$ cat src/rtl/control_sequencer.sv
// Multi-cycle fetch/decode/execute controller for the bus datapath.
// Drives register enables, bus-source selects, ALU opcode and memory strobes from state and IR.
module control_sequencer #(
  parameter int MEM_TIMEOUT = 15
) (
  input  logic        clk,
  input  logic        clr,
  input  logic [31:0] IR_Data,
  input  logic        mem_ready,
  output logic [15:0] reg_enable,
  output logic [15:0] reg_select,
  output logic        PC_enable,
  output logic        PC_increment_enable,
  output logic        IR_enable,
  output logic        Y_enable,
  output logic        Z_enable,
  output logic        MAR_enable,
  output logic        MDR_enable,
  output logic        read,
  output logic        write,
  output logic        PC_select,
  output logic        Z_LO_select,
  output logic        MDR_select,
  output logic        c_select,
  output logic [4:0]  alu_instruction,
  output logic        run,
  output logic        fault,
  output logic [15:0] instr_count
);

  // state | meaning
  // T0    | PC onto bus, load MAR, bump PC
  // T1    | instruction read, waits on mem_ready
  // T2    | MDR into IR
  // T3    | decode; Rb into Y, or retire nop/hlt/unknown
  // T4    | ALU operation into Z
  // T5    | Z to Ra, or Z to MAR for ld/st
  // T6    | ld: data read (waits); st: Ra into MDR
  // T7    | ld: MDR to Ra; st: write (waits)
  // HALT  | stopped until clr
  typedef enum logic [3:0] {T0, T1, T2, T3, T4, T5, T6, T7, HALT} state_t;

  localparam logic [15:0] WAIT_LOAD = (MEM_TIMEOUT == 0) ? 16'd0 : 16'(MEM_TIMEOUT - 1);

  state_t      state, state_next;
  logic [15:0] wait_cnt;
  logic [15:0] count_q;
  logic        fault_q;
  logic        retire;
  logic        waiting;
  logic        timeout;

  logic [4:0] op;
  logic [3:0] ra, rb, rc;
  logic       is_ld, is_ldi, is_st, is_alu_reg, is_alu_imm, is_hlt, is_exec;
  logic [4:0] imm_alu;
  logic       unused_ir;

  assign op = IR_Data[31:27];
  assign ra = IR_Data[26:23];
  assign rb = IR_Data[22:19];
  assign rc = IR_Data[18:15];
  assign unused_ir = ^IR_Data[14:0];

  always_comb begin
    is_ld      = (op == 5'b00000);
    is_ldi     = (op == 5'b00001);
    is_st      = (op == 5'b00010);
    is_alu_reg = (op >= 5'b00011) && (op <= 5'b01011);
    is_alu_imm = (op >= 5'b01100) && (op <= 5'b01110);
    is_hlt     = (op == 5'b11011);
    is_exec    = is_ld | is_ldi | is_st | is_alu_reg | is_alu_imm;
    case (op)
      5'b01101: imm_alu = 5'b00101;
      5'b01110: imm_alu = 5'b00110;
      default:  imm_alu = 5'b00011;
    endcase
  end

  // Only the three memory-access states count toward the timeout.
  assign waiting = (state == T1) || ((state == T6) && is_ld) || ((state == T7) && is_st);
  assign timeout = (MEM_TIMEOUT != 0) && waiting && !mem_ready && (wait_cnt == 16'd0);

  always_ff @(posedge clk) begin
    if (clr) state <= T0;
    else     state <= state_next;
  end

  always_ff @(posedge clk) begin
    if (clr) begin
      fault_q  <= 1'b0;
      count_q  <= 16'd0;
      wait_cnt <= WAIT_LOAD;
    end else begin
      if (timeout) fault_q <= 1'b1;
      if (retire)  count_q <= count_q + 16'd1;
      if (waiting && !mem_ready) wait_cnt <= wait_cnt - 16'd1;
      else                       wait_cnt <= WAIT_LOAD;
    end
  end

  always_comb begin
    state_next          = state;
    retire              = 1'b0;
    reg_enable          = 16'd0;
    reg_select          = 16'd0;
    PC_enable           = 1'b0;
    PC_increment_enable = 1'b0;
    IR_enable           = 1'b0;
    Y_enable            = 1'b0;
    Z_enable            = 1'b0;
    MAR_enable          = 1'b0;
    MDR_enable          = 1'b0;
    read                = 1'b0;
    write               = 1'b0;
    PC_select           = 1'b0;
    Z_LO_select         = 1'b0;
    MDR_select          = 1'b0;
    c_select            = 1'b0;
    alu_instruction     = 5'd0;
    if (!clr) begin
      case (state)
        T0: begin
          PC_select           = 1'b1;
          MAR_enable          = 1'b1;
          PC_increment_enable = 1'b1;
          state_next          = T1;
        end
        T1: begin
          read       = 1'b1;
          MDR_enable = 1'b1;
          if (mem_ready)    state_next = T2;
          else if (timeout) state_next = HALT;
        end
        T2: begin
          MDR_select = 1'b1;
          IR_enable  = 1'b1;
          state_next = T3;
        end
        T3: begin
          if (is_exec) begin
            reg_select = 16'd1 << rb;
            Y_enable   = 1'b1;
            state_next = T4;
          end else begin
            retire     = 1'b1;
            state_next = is_hlt ? HALT : T0;
          end
        end
        T4: begin
          Z_enable = 1'b1;
          if (is_alu_reg) begin
            reg_select      = 16'd1 << rc;
            alu_instruction = op;
          end else begin
            c_select        = 1'b1;
            alu_instruction = imm_alu;
          end
          state_next = T5;
        end
        T5: begin
          Z_LO_select = 1'b1;
          if (is_ld || is_st) begin
            MAR_enable = 1'b1;
            state_next = T6;
          end else begin
            reg_enable = 16'd1 << ra;
            retire     = 1'b1;
            state_next = T0;
          end
        end
        T6: begin
          MDR_enable = 1'b1;
          if (is_ld) begin
            read = 1'b1;
            if (mem_ready)    state_next = T7;
            else if (timeout) state_next = HALT;
          end else begin
            reg_select = 16'd1 << ra;
            state_next = T7;
          end
        end
        T7: begin
          if (is_ld) begin
            MDR_select = 1'b1;
            reg_enable = 16'd1 << ra;
            retire     = 1'b1;
            state_next = T0;
          end else begin
            write = 1'b1;
            if (mem_ready) begin
              retire     = 1'b1;
              state_next = T0;
            end else if (timeout) begin
              state_next = HALT;
            end
          end
        end
        HALT:    state_next = HALT;
        default: state_next = T0;
      endcase
    end
  end

  assign run         = !clr && (state != HALT);
  assign fault       = fault_q && !clr;
  assign instr_count = clr ? 16'd0 : count_q;

endmodule

$ cat config.mk
export PLATFORM = sky130hd
export DESIGN_NAME = control_sequencer
export DESIGN_NICKNAME = d
export VERILOG_FILES = /design/src/rtl/control_sequencer.sv
export SDC_FILE = /design/constraint.sdc
export NUM_CORES = 1
export LEC_CHECK = 0
export ABC_AREA = 1
export BUFFER_PORTS_ARGS = -buffer_cell sky130_fd_sc_hd__buf_2
export CAP_MARGIN = 25
export CORE_ASPECT_RATIO = 2
export CORE_MARGIN = 4
export CORE_UTILIZATION = 45
export DETAILED_ROUTE_END_ITERATION = 8
export GPL_TIMING_DRIVEN = 0
export PLACE_DENSITY_LB_ADDON = 0.25
export SYNTH_ARGS = -nofsm -noshare
export SYNTH_HDL_FRONTEND = slang
export SYNTH_SLANG_ARGS = --single-unit
$ cat constraint.sdc
create_clock -name clk -period 2.7 [get_ports clk]
set_input_delay 0.675 -clock clk [delete_from_list [all_inputs] [get_ports clk]]
set_output_delay 0.675 -clock clk [all_outputs]
set_load 0.02 [all_outputs]
==> results of run 1 <==
## sequential cells by signal, summed over array words and instances (netlist names)
signal,cells
count_q,16
state,4
wait_cnt,16
fault_q,1
## per-layer routing
| metal | global-route usage [%] | up-vias | part of all wire, % |
|---|---|---|---|
| met1 | 22.4 | 1738 | 33 |
| met3 | 2.89 | 35 | 4.6 |
| met5 | 0 | - | 0 |
| met2 | 49.2 | 124 | 56 |
| met4 | 16.5 | 0 | 5.5 |
| li1 | - | 1880 | - |
## power by group through the flow
stage	clock (mW)	combinational [mW]	sequential, mW
6_report	0.640	0.210	0.562
3_3_place_gp	0	0.177	0.570
4_1_cts	0.652	0.191	0.559
5_1_grt	0.676	0.231	0.562
3_5_place_dp	0	0.180	0.570
2_1_floorplan	0	0.122	0.568
## timing repair
action	4_1_cts	5_1_grt
hold endpoints to repair	0	0
pin swaps	3	7
gates resized for setup	25	46
gates cloned	0	1
setup buffers	3	6
setup endpoints to repair	47	28
## cells in the mapped netlist (5+ instances only)
master,count
nor2_1,96
nand2_1,95
inv_1,81
dfxtp_1,37
nand3_1,37
a21oi_1,26
o21ai_0,23
nand4_1,17
nor3_1,16
xor2_1,11
clkbuf_1,10
nor4_1,9
o211ai_1,6
a31oi_1,5
buf_2,5
## worst min-delay path: cells and delay by family, from the launching register on
kind / cells / cell delay (ps)
DFF: 1 / 300
AOI/OAI and AO/OA: 1 / 60
buffers and inverters: 1 / 60
## worst paths after layout
| kind | from | to | slack (ps) | cells after the start |
|---|---|---|---|---|
| setup / recovery | IR_Data[30] | reg_enable[7] | 30 | 10 |
| hold / removal | fault_q | fault_q | 460 | 2 |
| setup reg to reg | state[1] | count_q[0] | 850 | 9 |
| hold reg to reg | fault_q | fault_q | 460 | 2 |
## logic make-up after synthesis
family | Yosys count | share of synthesized area (%)
compound gates | 73 | 13.9
xor+xnor | 13 | 3.78
fa+ha+maj | 3 | 1.25
buf+inv | 105 | 13.9
flops | 37 | 24.6
other cells | 1 | 0.125
simple gates | 286 | 42.4
## cell type report
| class | count | area [um2] |
|---|---|---|
| buffer | 18 | 109 |
| clock buffer | 5 | 125 |
| clock inverter | 2 | 35.0 |
| fill | 657 | 2490 |
| inverter | 86 | 329 |
| multi-input combinational | 377 | 1990 |
| sequential | 37 | 747 |
| tap | 86 | 108 |
| timing repair buffer | 90 | 485 |
## through the flow
| step | cell area, um2 | hold WS (ps) | TNS [ps] | utilization [%] | total power, mW |
|---|---|---|---|---|---|
| 2_1_floorplan | 3010 | 423 | 0 | - | 0.690 |
| 3_3_place_gp | 3520 | 447 | -7310 | 54.9 | 0.747 |
| 3_5_place_dp | 3520 | 450 | -7880 | 54.9 | 0.750 |
| 4_1_cts | 3770 | 460 | -71.7 | 58.8 | 1.40 |
| 5_1_grt | 3930 | 481 | -176 | 61.2 | 1.47 |
| 6_report | 3930 | 461 | 0 | 61.2 | 1.41 |
==> flow_summary.ini, run 1 <==
[global_routing]
grt_pass1_wl_mm = 15.7
grt_usage_pct = 24.9
overflow = 0
antenna_found_initial = 0
grt_pass1_vias = 3629
grt_max_degree = 12

[sta]
max_freq_mhz = 374
setup_viol = 0
fin_skew_ps = 4.32
timing.final.crit_share_pct = 99.0
worst_slack_ps = 25.7
maxSlewHeadroom_pct = 62.1
tightest_slew_ps = 568
drv_slew = 0
hold_viol_final = 0
layout_min_cycle_time_ps = 2670

[synth]
synth_top_area_share_pct = 24.6
synthFlopType = dfxtp_1
yosysTopAreaCell = dfxtp_1
avgSynthCellArea_um2 = 5.81
syn_inst = 518
ys_seq_area_share_pct = 24.6
synthArstFlopShare_pct = 0
synth_area_leaders = dfxtp_1 (25%), nor2_1 (12%), nand2_1 (12%)
ys_ff_latch = 37
netlist_area_um2 = 3010
synth_warnings = 0
yosysUniqueCellTypes = 42
synth_edf_count = 0

[placement]
dp_hpwl_mm = 7.88
place.port_buffers = 80
dpl_worst_slack_ps = -396
gp_congestion = 0.957
dp.cells = 685

[worst_setup_path]
crit_type = input pin to output pin
crit_family = simple AND/OR/NAND/NOR gates
crit_fanout = 8
crit_required_ps = 2030
worst-path-buf-inv = 4
cp_slowest_cell = buf_4
cp-start-kind = input pin
worstPathArrival_ps = 2000
path_cells = buf_2 -> nor2_4 -> nand3_2 -> inv_2 -> nand2_1 -> nand2_1 -> nand4_4 -> buf_4 -> nor2_1 -> buf_2
endpoint_kind = output pin
slowest_delay_ps = 200

[power_and_ir_drop]
power_leakage_nw = 1.85
ir_drop_v = 0.000458
pwr-share-clk_pct = 45.3
p_int_mw = 1.04
seqPwrFrac_pct = 39.8
switching_share_pct = 26.1
p_per_area_nw_per_um2 = 360
switching_power_mw = 0.369
combPwrFrac_pct = 14.9

[route]
vias_per_cell = 5.39
post_drt_wl_per_cell_um = 14.3
post-route-drc-count = 0
num_vias = 3777
drt_iter0_drc = 221
wirelength_mm = 10.0
ant_nets = 0
first_pass_iters = 4

[floorplan]
die-area_um2 = 8140
die_height_um = 124
ios = 103
rows = 41
die_x_um = 65.8
core_um2 = 6410
start_util_pct = 46.9

[finish]
drive_above_1_share_pct = 26.5
area_growth_pct = 30.5
diodes = 0
layout_commonest_cell = nand2_1
nets = 653
instances_no_fill = 701
final_cell_mix = nand2_1 (89), nor2_1 (85), buf_2 (79)

[job]
maxCapViolations = 0

[cts]
cts_tree = built
clk_path_buf_depth = 2
hold_buffers = 0
clk_latency_ps = 280
cts.sinks = 37
cts_buffers = 5
cts-root-buf = clkbuf_16
htree_levels = 2
clk_pin_slew_worst_paths_ps = 60

[outcome]
status = completed

[min_path]
hold_path_class = register to register
Power figures use the tool's default switching activity.
==> run 2: changes to the inputs <==
- clock period: 2.7 -> 2.6 ns (I/O delays scaled with it)
==> flow_summary.ini, run 2 (same netlist as run 1, synthesis figures left out) <==
[outcome]
status = completed

[min_path]
hold_path_class = register to register

[cts]
htree_levels = 2
clk_latency_ps = 280
clk_pin_slew_worst_paths_ps = 50
clk_path_buf_depth = 2
cts_buffers = 5
cts.sinks = 37
hold_buffers = 0
cts-root-buf = clkbuf_16
cts_tree = built

[sta]
rsz0062_at_grt = true
setup_viol = 0
maxSlewHeadroom_pct = 60.9
drv_slew = 0
max_freq_mhz = 389
timing.final.crit_share_pct = 98.8
fin_skew_ps = 3.38
worst_slack_ps = 31.0
tightest_slew_ps = 587
hold_viol_final = 0
layout_min_cycle_time_ps = 2570

[finish]
largestRegisters = count_q: 16 flops, wait_cnt: 16 flops, state: 4 flops
area_growth_pct = 37.9
diodes = 0
final_cell_mix = nand2_1 (82), nor2_1 (81), inv_1 (72)
nets = 658
final_util_pct = 64.7
layout_commonest_cell = nand2_1
fillers = 620
drive_above_1_share_pct = 30.5
instances_no_fill = 706

[placement]
dp.cells = 685
place.port_buffers = 80
dpl_worst_slack_ps = -446
gp_congestion = 0.957
dp_hpwl_mm = 7.88

[global_routing]
grt_pass1_vias = 3640
grtUsageMet2_pct = 49.7
grt_usage_pct = 25.0
grt.met3_usage_pct = 3.07
grt_max_degree = 12
overflow = 0
grt-busiest-layer = met2
use_met1_pct = 22.5
grt_pass1_wl_mm = 15.9
antenna_found_initial = 0

[worst_setup_path]
path_cells = buf_2 -> nor2_2 -> nand3_4 -> inv_2 -> nand2_1 -> nand2_2 -> nand4_4 -> buf_6 -> nor2_1 -> buf_4
crit_fanout = 8
crit_type = input pin to output pin
worstPathArrival_ps = 1920
endpoint_kind = output pin
cp_slowest_cell = nor2_2
cp-start-kind = input pin
slowest_delay_ps = 190
crit_required_ps = 1950

[route]
num_vias = 3835
drt_iter0_drc = 219
post_drt_wl_per_cell_um = 14.6
ant_nets = 0
first_pass_iters = 4
post-route-drc-count = 0
vias_per_cell = 5.43
wirelength_mm = 10.3

[floorplan]
core_um2 = 6410
die_height_um = 124
die_x_um = 65.8
rows = 41
ios = 103
die-area_um2 = 8140
start_util_pct = 46.9

[power_and_ir_drop]
switching_share_pct = 26.6
pwr-share-clk_pct = 44.9
seqPwrFrac_pct = 39.5
switching_power_mw = 0.394
ir_drop_v = 0.000474
p_per_area_nw_per_um2 = 357
p_int_mw = 1.09
power_leakage_nw = 1.93
combPwrFrac_pct = 15.6

[job]
maxCapViolations = 0
==> run 2: changes by cell type in the layout (fill, tap and decap cells not counted), moves of 4 or more <==
cell	change
nor2_1	-4
buf_6	+10
buf_4	+9
nand2_2	+4
buf_2	-14
nand2_1	-7
==> run 2: per-stage QoR <==
| stage | total power [mW] | instance area [um2] | TNS, ps | hold slack [ps] |
|---|---|---|---|---|
| 4_1_cts | 1.46 | 3810 | 0 | 460 |
| 6_report | 1.48 | 4150 | 0 | 460 |
| 5_1_grt | 1.54 | 4150 | -1120 | 481 |
| 3_5_place_dp | 0.779 | 3520 | -10250 | 450 |
| 2_1_floorplan | 0.716 | 3010 | 0 | 423 |
| 3_3_place_gp | 0.776 | 3520 | -9690 | 447 |
==> run 2: worst max-delay path, delay by kind of cell <==
family,cells,cell delay (ps)
buf+inv,4,560
simple gates,6,710
==> run 2: repair_timing <==
item | 4_1_cts | 5_1_grt
cloned | 0 | 1
setup buffers | 5 | 9
hold endpoints to repair | 0 | 0
pin swaps | 4 | 17
gates resized for setup | 40 | 93
endpoints found under the setup margin | 52 | 28
==> run 2: cell type report <==
| cell class | instances | area (um2) | area share [%] |
|---|---|---|---|
| multi-input combinational | 377 | 2090 | 50.4 |
| sequential | 37 | 748 | 18.0 |
| timing repair buffer | 95 | 594 | 14.3 |
| inverter | 86 | 334 | 8.05 |
| clock buffer | 5 | 125 | 3.01 |
| buffer | 18 | 114 | 2.74 |
| tap | 86 | 108 | 2.59 |
| clock inverter | 2 | 35.0 | 0.844 |
==> run 2: power groups by stage <==
stage | Sequential (mW) | Combinational, mW | Clock (mW)
CTS | 0.582 | 0.201 | 0.677
detailed placement | 0.592 | 0.187 | 0
finish | 0.585 | 0.231 | 0.664
floorplan | 0.590 | 0.126 | 0
global route | 0.586 | 0.253 | 0.702
global placement | 0.592 | 0.184 | 0
==> run 2: path summary, 6_finish.rpt <==
check / start / endpoint / slack, ps / cells after the start
worst max-delay path: IR_Data[28] / reg_enable[14] / 30 / 10
worst min-delay path: fault_q / fault_q / 460 / 2
worst max register to register: state[1] / count_q[0] / 750 / 9
worst min register to register: fault_q / fault_q / 460 / 2
==> run 2: metal layers <==
layer	wire length, um	share of wire (%)	vias up
li1	-	-	1886
met1	3470	34	1752
met2	5690	55	147
met3	474	4.6	50
met4	691	6.7	0
met5	0	0	-
==> run 3: changes to the inputs <==
- ABC_AREA: 1 -> unset
- CORE_MARGIN: 4 -> 3
==> flow_summary.ini, run 3 <==
[worst_setup_path]
reg2reg_depth = 9
crit_type = input pin to output pin
crit_fanout = 5
startpoint = IR_Data[29]
worstSetupEndpoint = reg_select[6]
crit_family = simple AND/OR/NAND/NOR gates
path_depth = 8
path_cells = buf_12 -> a21o_4 -> or4_4 -> buf_6 -> nor3_4 -> nand2b_1 -> o211ai_1 -> buf_4
crit_required_ps = 1950
r2r_end = count_q[6]
worstPathArrival_ps = 2440
r2r_setup_slack_ps = 370
slowest_delay_ps = 540
worst-path-buf-inv = 3
cp_slowest_cell = or4_4
endpoint_kind = output pin
r2r-start = state[2]
cp-start-kind = input pin

[floorplan]
rows = 40
die_height_um = 120
die_x_um = 62.9
start_util_pct = 47.3
core_um2 = 6160
ios = 103
die-area_um2 = 7520

[job]
maxCapViolations = 0

[power_and_ir_drop]
p_total_mw = 1.62
power_leakage_nw = 1.92
ir_drop_v = 0.000567
p_per_area_nw_per_um2 = 338

[min_path]
hold_path_class = register to register
whs_path_depth = 2

[sta]
worst_slack_ps = -493
rsz0062_at_grt = true
hold_viol_final = 0
layout_min_cycle_time_ps = 3090
max_freq_mhz = 323
setup_viol = 42
drv_slew = 0
timing.final.crit_share_pct = 119
fin_skew_ps = 5.60
tightest_slew_ps = 810
maxSlewHeadroom_pct = 45.5

[route]
vias_per_cell = 6.15
post_drt_wl_per_cell_um = 19.8
drt_iter0_drc = 397
first_pass_iters = 5
ant_nets = 0
met2_length_mm = 6.51
wl_met1_mm = 4.18
wirelength_mm = 12.4
num_vias = 3853
routed.top_layer = met4
wl_met3_um = 792
post-route-drc-count = 0

[finish]
diodes = 0
final_util_pct = 77.8
area_growth_pct = 64.7
final_cell_mix = nor2_1 (52), buf_4 (51), buf_2 (43)
instances_no_fill = 626
nets = 579
layout_commonest_cell = nor2_1
fillers = 414
drive_above_1_share_pct = 46.5
largestRegisters = count_q: 16 flops, wait_cnt: 16 flops, state: 4 flops

[cts]
cts_tree = built
htree_levels = 2
clk_pin_slew_worst_paths_ps = 60
clk_latency_ps = 280
cts-root-buf = clkbuf_16
cts_buffers = 5
clk_path_buf_depth = 2
cts.sinks = 37

[global_routing]
antenna_found_initial = 0
overflow = 0
grt_usage_pct = 26.2
grt_max_degree = 12
grt_pass1_vias = 3489
grt_pass1_wl_mm = 16.1

[synth]
ys_seq_area_share_pct = 25.5
synth_top_area_share_pct = 25.5
yosysTopAreaCell = dfxtp_1
synthFlopType = dfxtp_1
yosysMostFrequentCell = nor2_1
avgSynthCellArea_um2 = 7.06
yosysUniqueCellTypes = 57
synth_edf_count = 0
synth_area_leaders = dfxtp_1 (25%), nor2_1 (9.0%), nand2_1 (5.4%)
synth_warnings = 0
synth_common_cells = nor2_1 (70), nand2_1 (42), dfxtp_1 (37), nor3_1 (29), nor2b_1 (21)
synthArstFlopShare_pct = 0
netlist_area_um2 = 2910
syn_inst = 412
ys_ff_latch = 37

[outcome]
violations = setup timing
status = finished with violations

[placement]
dp.cells = 577
gp_congestion = 0.957
dp_hpwl_mm = 7.14
dpl_worst_slack_ps = -666
place.port_buffers = 80
run 3: cell count changes in the layout (fill, tap and decap cells not counted), sizes merged, moves of 19 or more:
| cell | change |
|---|---|
| nor2b | +21 |
| nand2 | -55 |
| nor2 | -29 |
| nand3 | -19 |
| inv | -73 |
| buf | +33 |
run 3: cell type report:
type | count | area, um2 | area share [%]
flip-flops and latches | 37 | 751 | 15.7
inverters | 12 | 45.0 | 0.940
clock buffers | 7 | 153 | 3.19
multi-input cells | 339 | 2540 | 53.1
plain buffers | 22 | 198 | 4.13
repair buffers | 124 | 992 | 20.7
clock inverters | 1 | 5.00 | 0.104
well taps | 84 | 105 | 2.19
run 3: what timing repair did:
action,CTS,global route
buffers inserted,15,29
pin swaps,21,26
hold buffers,0,0
setup endpoints to repair,48,45
resized for setup,83,97
run 3: tightest hold or removal path, delay by kind of cell (launching register included):
| family | cells | cell delay (ps) |
|---|---|---|
| compound gates | 1 | 50 |
| buf+inv | 1 | 60 |
| flops | 1 | 300 |
run 3: cell families (layout without fill, tap and decap cells):
family                   Yosys count  count (layout)  share of synthesized area [%]
AO/OA/AOI/OAI                     59              59                           14.0
adder cells (fa/ha/maj)            3               3                           1.29
flip-flops                        37              37                           25.5
XOR/XNOR                          17              17                           5.12
multiplexers                       8               8                           3.01
buffers and inverters             37             166                           6.15
AND/OR/NAND/NOR                  250             250                           44.9
other                              1               2                          0.129
run 3: how the worst min path moves through the flow:
| stage | end | slack, ps | from |
|---|---|---|---|
| finish | fault_q | 460 | fault_q |
| CTS | fault_q | 460 | fault_q |
| detailed placement | fault_q | 460 | fault_q |
| floorplan | fault_q | 430 | fault_q |
| global route | fault_q | 490 | fault_q |
| global placement | fault_q | 450 | fault_q |
run 3: per-stage QoR:
step                      area (um2)  TNS (ps)  hold slack (ps)
final                           4790    -11480              458
after global routing            4790    -13950              489
after CTS                       4230     -7060              459
after detailed placement        3650    -13140              457
after global placement          3650    -11950              446
after floorplan                 3140     -1400              432
run 3: metal layers:
layer	global-route usage, %	up-vias
met5	0	-
met2	49.7	236
met1	25.5	1817
li1	-	1715
met4	17.3	0
met3	3.75	85
run 3: power breakdown:
| part | leakage (nW) | switching [mW] | internal (mW) |
|---|---|---|---|
| Combinational | 1.54 | 0.240 | 0.158 |
| Sequential | 0.301 | 0.0134 | 0.576 |
| Clock | 0.0799 | 0.228 | 0.405 |
| Total | 1.92 | 0.481 | 1.14 |
